**src/rtl/pcie_tx_arb.sv**
```systemverilog
// Two-requester posted-write arbiter in front of the PCIe core TX VC0 port.
// Round-robin with credit gating, grant handshake and an XFER watchdog.
module pcie_tx_arb #(
  parameter int unsigned TMO_CYC = 1024
) (
  input  logic        clk_125,
  input  logic        rstn,
  input  logic        req0,
  input  logic        req1,
  input  logic [9:0]  len0,
  input  logic [9:0]  len1,
  output logic        gnt0,
  output logic        gnt1,
  input  logic        st0,
  input  logic        st1,
  input  logic        end0,
  input  logic        end1,
  input  logic [15:0] data0,
  input  logic [15:0] data1,
  output logic        tx_req,
  input  logic        tx_rdy,
  output logic        tx_st,
  output logic        tx_end,
  output logic [15:0] tx_data,
  input  logic [8:0]  tx_ca_ph,
  input  logic [12:0] tx_ca_pd,
  input  logic        tx_ca_p_recheck,
  output logic        owner,
  output logic        busy,
  output logic        tmo_err
);

  typedef enum logic [1:0] {
    S_IDLE,
    S_REQ,
    S_XFER
  } state_e;

  localparam logic [15:0] TMO_LAST = 16'(TMO_CYC - 1);

  state_e      state_q, state_d;
  logic        owner_q, owner_d;
  logic        tx_req_q, tx_req_d;
  logic        tmo_q, tmo_d;
  logic [15:0] cnt_q, cnt_d;

  logic        gnt;
  logic        ph_ok;
  logic        elig0, elig1;
  logic [8:0]  need0, need1;
  logic        o_st, o_end;
  logic [15:0] o_data;

  // 0 DW encodes 1024 DW, i.e. 256 data credits
  function automatic logic [8:0] need_cr(input logic [9:0] len);
    logic [10:0] t;
    t = {1'b0, len} + 11'd3;
    return (len == 10'd0) ? 9'd256 : t[10:2];
  endfunction

  assign need0 = need_cr(len0);
  assign need1 = need_cr(len1);
  assign ph_ok = tx_ca_ph[8] | (tx_ca_ph[7:0] != 8'd0);

  assign elig0 = req0 & ph_ok &
    (tx_ca_pd[12] | (tx_ca_pd[11:0] >= {3'b000, need0}));
  assign elig1 = req1 & ph_ok &
    (tx_ca_pd[12] | (tx_ca_pd[11:0] >= {3'b000, need1}));

  assign o_st   = owner_q ? st1 : st0;
  assign o_end  = owner_q ? end1 : end0;
  assign o_data = owner_q ? data1 : data0;

  always_comb begin
    state_d = state_q;
    owner_d = owner_q;
    tmo_d   = tmo_q;
    cnt_d   = cnt_q;
    gnt     = 1'b0;
    tx_st   = 1'b0;
    tx_end  = 1'b0;
    tx_data = 16'd0;
    unique case (state_q)
      S_IDLE: begin
        if (elig0 | elig1) begin
          owner_d = (elig0 & elig1) ? ~owner_q : elig1;
          state_d = S_REQ;
        end
      end
      S_REQ: begin
        if (tx_rdy) begin
          gnt     = 1'b1;
          cnt_d   = 16'd0;
          state_d = S_XFER;
        end else if (tx_ca_p_recheck) begin
          state_d = S_IDLE;
        end
      end
      S_XFER: begin
        tx_st   = o_st;
        tx_end  = o_end;
        tx_data = o_data;
        cnt_d   = cnt_q + 16'd1;
        if (o_end) begin
          state_d = S_IDLE;
        end else if (cnt_q == TMO_LAST) begin
          tx_end  = 1'b1;
          tmo_d   = 1'b1;
          state_d = S_IDLE;
        end
      end
      default: state_d = S_IDLE;
    endcase
    tx_req_d = (state_d == S_REQ);
  end

  always_ff @(posedge clk_125 or negedge rstn) begin
    if (!rstn) begin
      state_q  <= S_IDLE;
      owner_q  <= 1'b1;
      tx_req_q <= 1'b0;
      tmo_q    <= 1'b0;
      cnt_q    <= 16'd0;
    end else begin
      state_q  <= state_d;
      owner_q  <= owner_d;
      tx_req_q <= tx_req_d;
      tmo_q    <= tmo_d;
      cnt_q    <= cnt_d;
    end
  end

  assign gnt0    = gnt & ~owner_q;
  assign gnt1    = gnt & owner_q;
  assign tx_req  = tx_req_q;
  assign owner   = owner_q;
  assign busy    = (state_q != S_IDLE);
  assign tmo_err = tmo_q;

endmodule

```
**config.mk**
```make
export PLATFORM = sky130hd
export DESIGN_NAME = pcie_tx_arb
export DESIGN_NICKNAME = d
export VERILOG_FILES = /design/src/rtl/pcie_tx_arb.sv
export SDC_FILE = /design/constraint.sdc
export NUM_CORES = 1
export LEC_CHECK = 0
export ABC_AREA = 1
export ABC_CLOCK_PERIOD_IN_PS = 4100
export BUFFER_PORTS_ARGS = -buffer_cell sky130_fd_sc_hd__buf_4
export CAP_MARGIN = 30
export CELL_PAD_IN_SITES_DETAIL_PLACEMENT = 0
export CELL_PAD_IN_SITES_GLOBAL_PLACEMENT = 2
export CORE_MARGIN = 4
export CORE_UTILIZATION = 25
export CTS_CLUSTER_SIZE = 25
export DETAILED_ROUTE_END_ITERATION = 6
export GPL_TIMING_DRIVEN = 0
export PLACE_DENSITY = 0.84
export REMOVE_ABC_BUFFERS = 1
export SLEW_MARGIN = 0
export SYNTH_ARGS = -nofsm -noshare
export SYNTH_HDL_FRONTEND = slang
export SYNTH_SLANG_ARGS = --single-unit
```
**constraint.sdc**
```tcl
create_clock -name clk_125 -period 4.1 [get_ports clk_125]
set_clock_uncertainty 0.2 [all_clocks]
set_input_delay 0.82 -clock clk_125 [delete_from_list [all_inputs] [get_ports clk_125]]
set_output_delay 0.82 -clock clk_125 [all_outputs]
set_load 0.02 [all_outputs]
```
==> summary.txt <==
Status
  • Status: completed

Worst setup path
  • Worst Path Max Fanout: 23
  • CP Capture Type: primary output
  • CP Class: reg2out
  • Arr. time, crit path: about 2100 ps
  • Critical Path Start Type: flop
  • Critical Path RT: about 3000 ps

Yosys
  • Synth top area share: 0.214
  • Dominant cell type by area after synthesis: dfrtp_1
  • Cells after synthesis: about 380
  • Commonest cells in the netlist: nand2_1 (116), inv_1 (57), nor2_1 (31), nand3_1 (27), a21oi_1 (25)
  • Top-count cell post-synth: nand2_1
  • Mapped Area: ~0.0023 mm²
  • Top cells by area, synth: dfrtp_1 (21%), nand2_1 (19%), ha_1 (10%), inv_1 (9.2%), nand3_1 (5.8%)
  • Asr flop ratio synth: 1.00
  • EDFF count, synth: 0
  • Distinct cell type count after synthesis: 35
  • Avg Cell Area, Syn: 6.13 µm²
  • Seq/Total Area, Yosys: 0.225
  • Synth Register Bits: 21
  • Yosys warns: 0
  • Synth Flop Type: dfrtp_1

CTS
  • Max Root-Sink Buffers: 2
  • CTS Root Cell: clkbuf_8
  • CTS tree: done
  • Clk sink count: 21
  • CTS clk-pin slew, worst paths: approximately 80 ps
  • CTS Hold Bufs: 0
  • Clock Latency Late Sink: ~260 ps
  • Setup Buffers After CTS: 0
  • Num CTS Buffers: 3
  • # resized after CTS: 0
  • CTS HTree Levels: 1

Routing
  • DR pass1 iterations: 4
  • Post-route ant nets: 0
  • Residual DRC count: 0
  • Iter 0 DRT Violations: slightly below 60
  • Drt total wl: between 6 and 7 mm
  • WL per Instance: around 12 µm
  • Vias per inst: 4.46
  • DR vias: roughly 2700

Floorplanning
  • Starting Density: 0.255
  • Num ports: between 100 and 150
  • Die area: ~0.011 mm²
  • Die height: roughly 100 µm
  • Core Area: between 0.009 and 0.01 mm²
  • Cell Rows: 35
  • Die Wd: between 100 and 150 µm

Placed design
  • Post-DP HPWL: around 5.7 mm
  • Placer Congestion: about 0.82
  • Placed Area: 0.00325 mm²
  • IO buf count: 107

Cells and area
  • Fraction of layout cells with a size suffix above 1: 0.266
  • Area of the multi-input gates: about 0.0016 mm²
  • Sequential cell area: 527 µm²
  • Antenna diodes: 0
  • Layout fillers: ~990
  • Layout Nets: ~600
  • Finished layout cell area: roughly 0.0033 mm²
  • Util after Layout: 0.360
  • Synth-to-Final Area Change: 41.0%

STA
  • Final slew viol count: 0
  • Final Hold Viols: 0
  • Setup violators final: 0
  • Final min period: roughly 3200 ps
  • Worst slew margin: 0.470
  • Worst-margin pin slew: ~800 ps
  • Final period utilization: 0.769
  • Fmax: 317 MHz
  • RSZ-0062 raised after global routing: false
  • Setup_tns: 0 ps

Min path
  • Hold WC Path Type: in2async

GRT
  • First-pass GRT wire length: roughly 12 mm
  • GRT overflow: 0
  • Initial antenna violation count: 0
  • Tot GR Track Use: 0.125
  • Largest net degree at the start of global routing: 24
  • Vias in the first global route: about 2600

Power
  • Power per cell area: around 310 mW/mm²
  • Leak: roughly 0.0018 µW
  • Maximum VDD drop: about 150 µV

Run
  • Max-cap violations: 0
## per-stage QoR
step	instances	total power, µW	hold slack, ps	setup slack [ps]
after floorplan	374	635	299	1530
after global placement	592	902	264	1170
after detailed placement	592	904	267	1210
after CTS	596	1050	241	919
after global routing	596	1130	242	728
final	596	1030	230	948
## cell type report
| type | count | share of cell area |
|---|---|---|
| multi-input cells | 292 | 0.471 |
| repair buffers | 107 | 0.244 |
| flip-flops and latches | 21 | 0.160 |
| inverters | 61 | 0.0699 |
| well taps | 111 | 0.0422 |
| clock buffers | 4 | 0.0137 |
## sequential cells by signal, indices dropped and copies added (netlist names)
register and count:
cnt_q 16, state_q 2, tx_req 1, owner 1
tmo_err 1
## per-layer routing
| metal | global-route usage | vias up | share of wire |
|---|---|---|---|
| met5 | 0 | - | 0 |
| met4 | 0.0150 | 0 | 0.0058 |
| met3 | 0.0198 | 4 | 0.040 |
| met2 | 0.224 | 50 | 0.51 |
| met1 | 0.162 | 1168 | 0.45 |
| li1 | - | 1435 | - |
## report_power, final
part           leakage (µW)  switching [µW]  internal [µW]
sequential         0.000283            59.2            246
combinational       0.00146             361            225
clock             0.0000228            67.9           69.3
## cells by family (layout without fill, tap and decap cells)
family | count (synthesis) | count (layout) | share of synthesized area
xor+xnor | 7 | 7 | 0.0262
mux | 1 | 1 | 0.00428
fa+ha+maj | 19 | 19 | 0.102
compound gates | 51 | 51 | 0.115
flops | 21 | 21 | 0.225
buf+inv | 68 | 172 | 0.111
simple gates | 214 | 214 | 0.416
## worst paths after layout
kind	startpoint	to	slack (ps)	cells past startpoint
worst min register to register	tmo_err	tmo_err	290	1
worst max register to register	state_q[1]	cnt_q[5]	1590	6
worst min-delay path	rstn	cnt_q[0]	230	1
min in group clk_125	tmo_err	tmo_err	290	1
max in group asynchronous	rstn	owner	3190	1
worst max-delay path	owner	tx_data[13]	950	4
## cells in the final DEF (no fill, tap or decap), types with 13 or more instances in the layout
cell type  instances
nand2_1          116
nand4_1           13
nand3_1           27
ha_1              19
nor2_1            31
a21oi_1           25
inv_1             57
dfrtp_1           20
o21ai_0           16
buf_4            107
## critical path, stage by stage (launching register included)
cell and delay, ps:
dfstp_2 820, clkinv_1 560, nand2_1 210, a21oi_1 80
buf_4 200
Note: power is estimated with default switching activity, not from simulation.
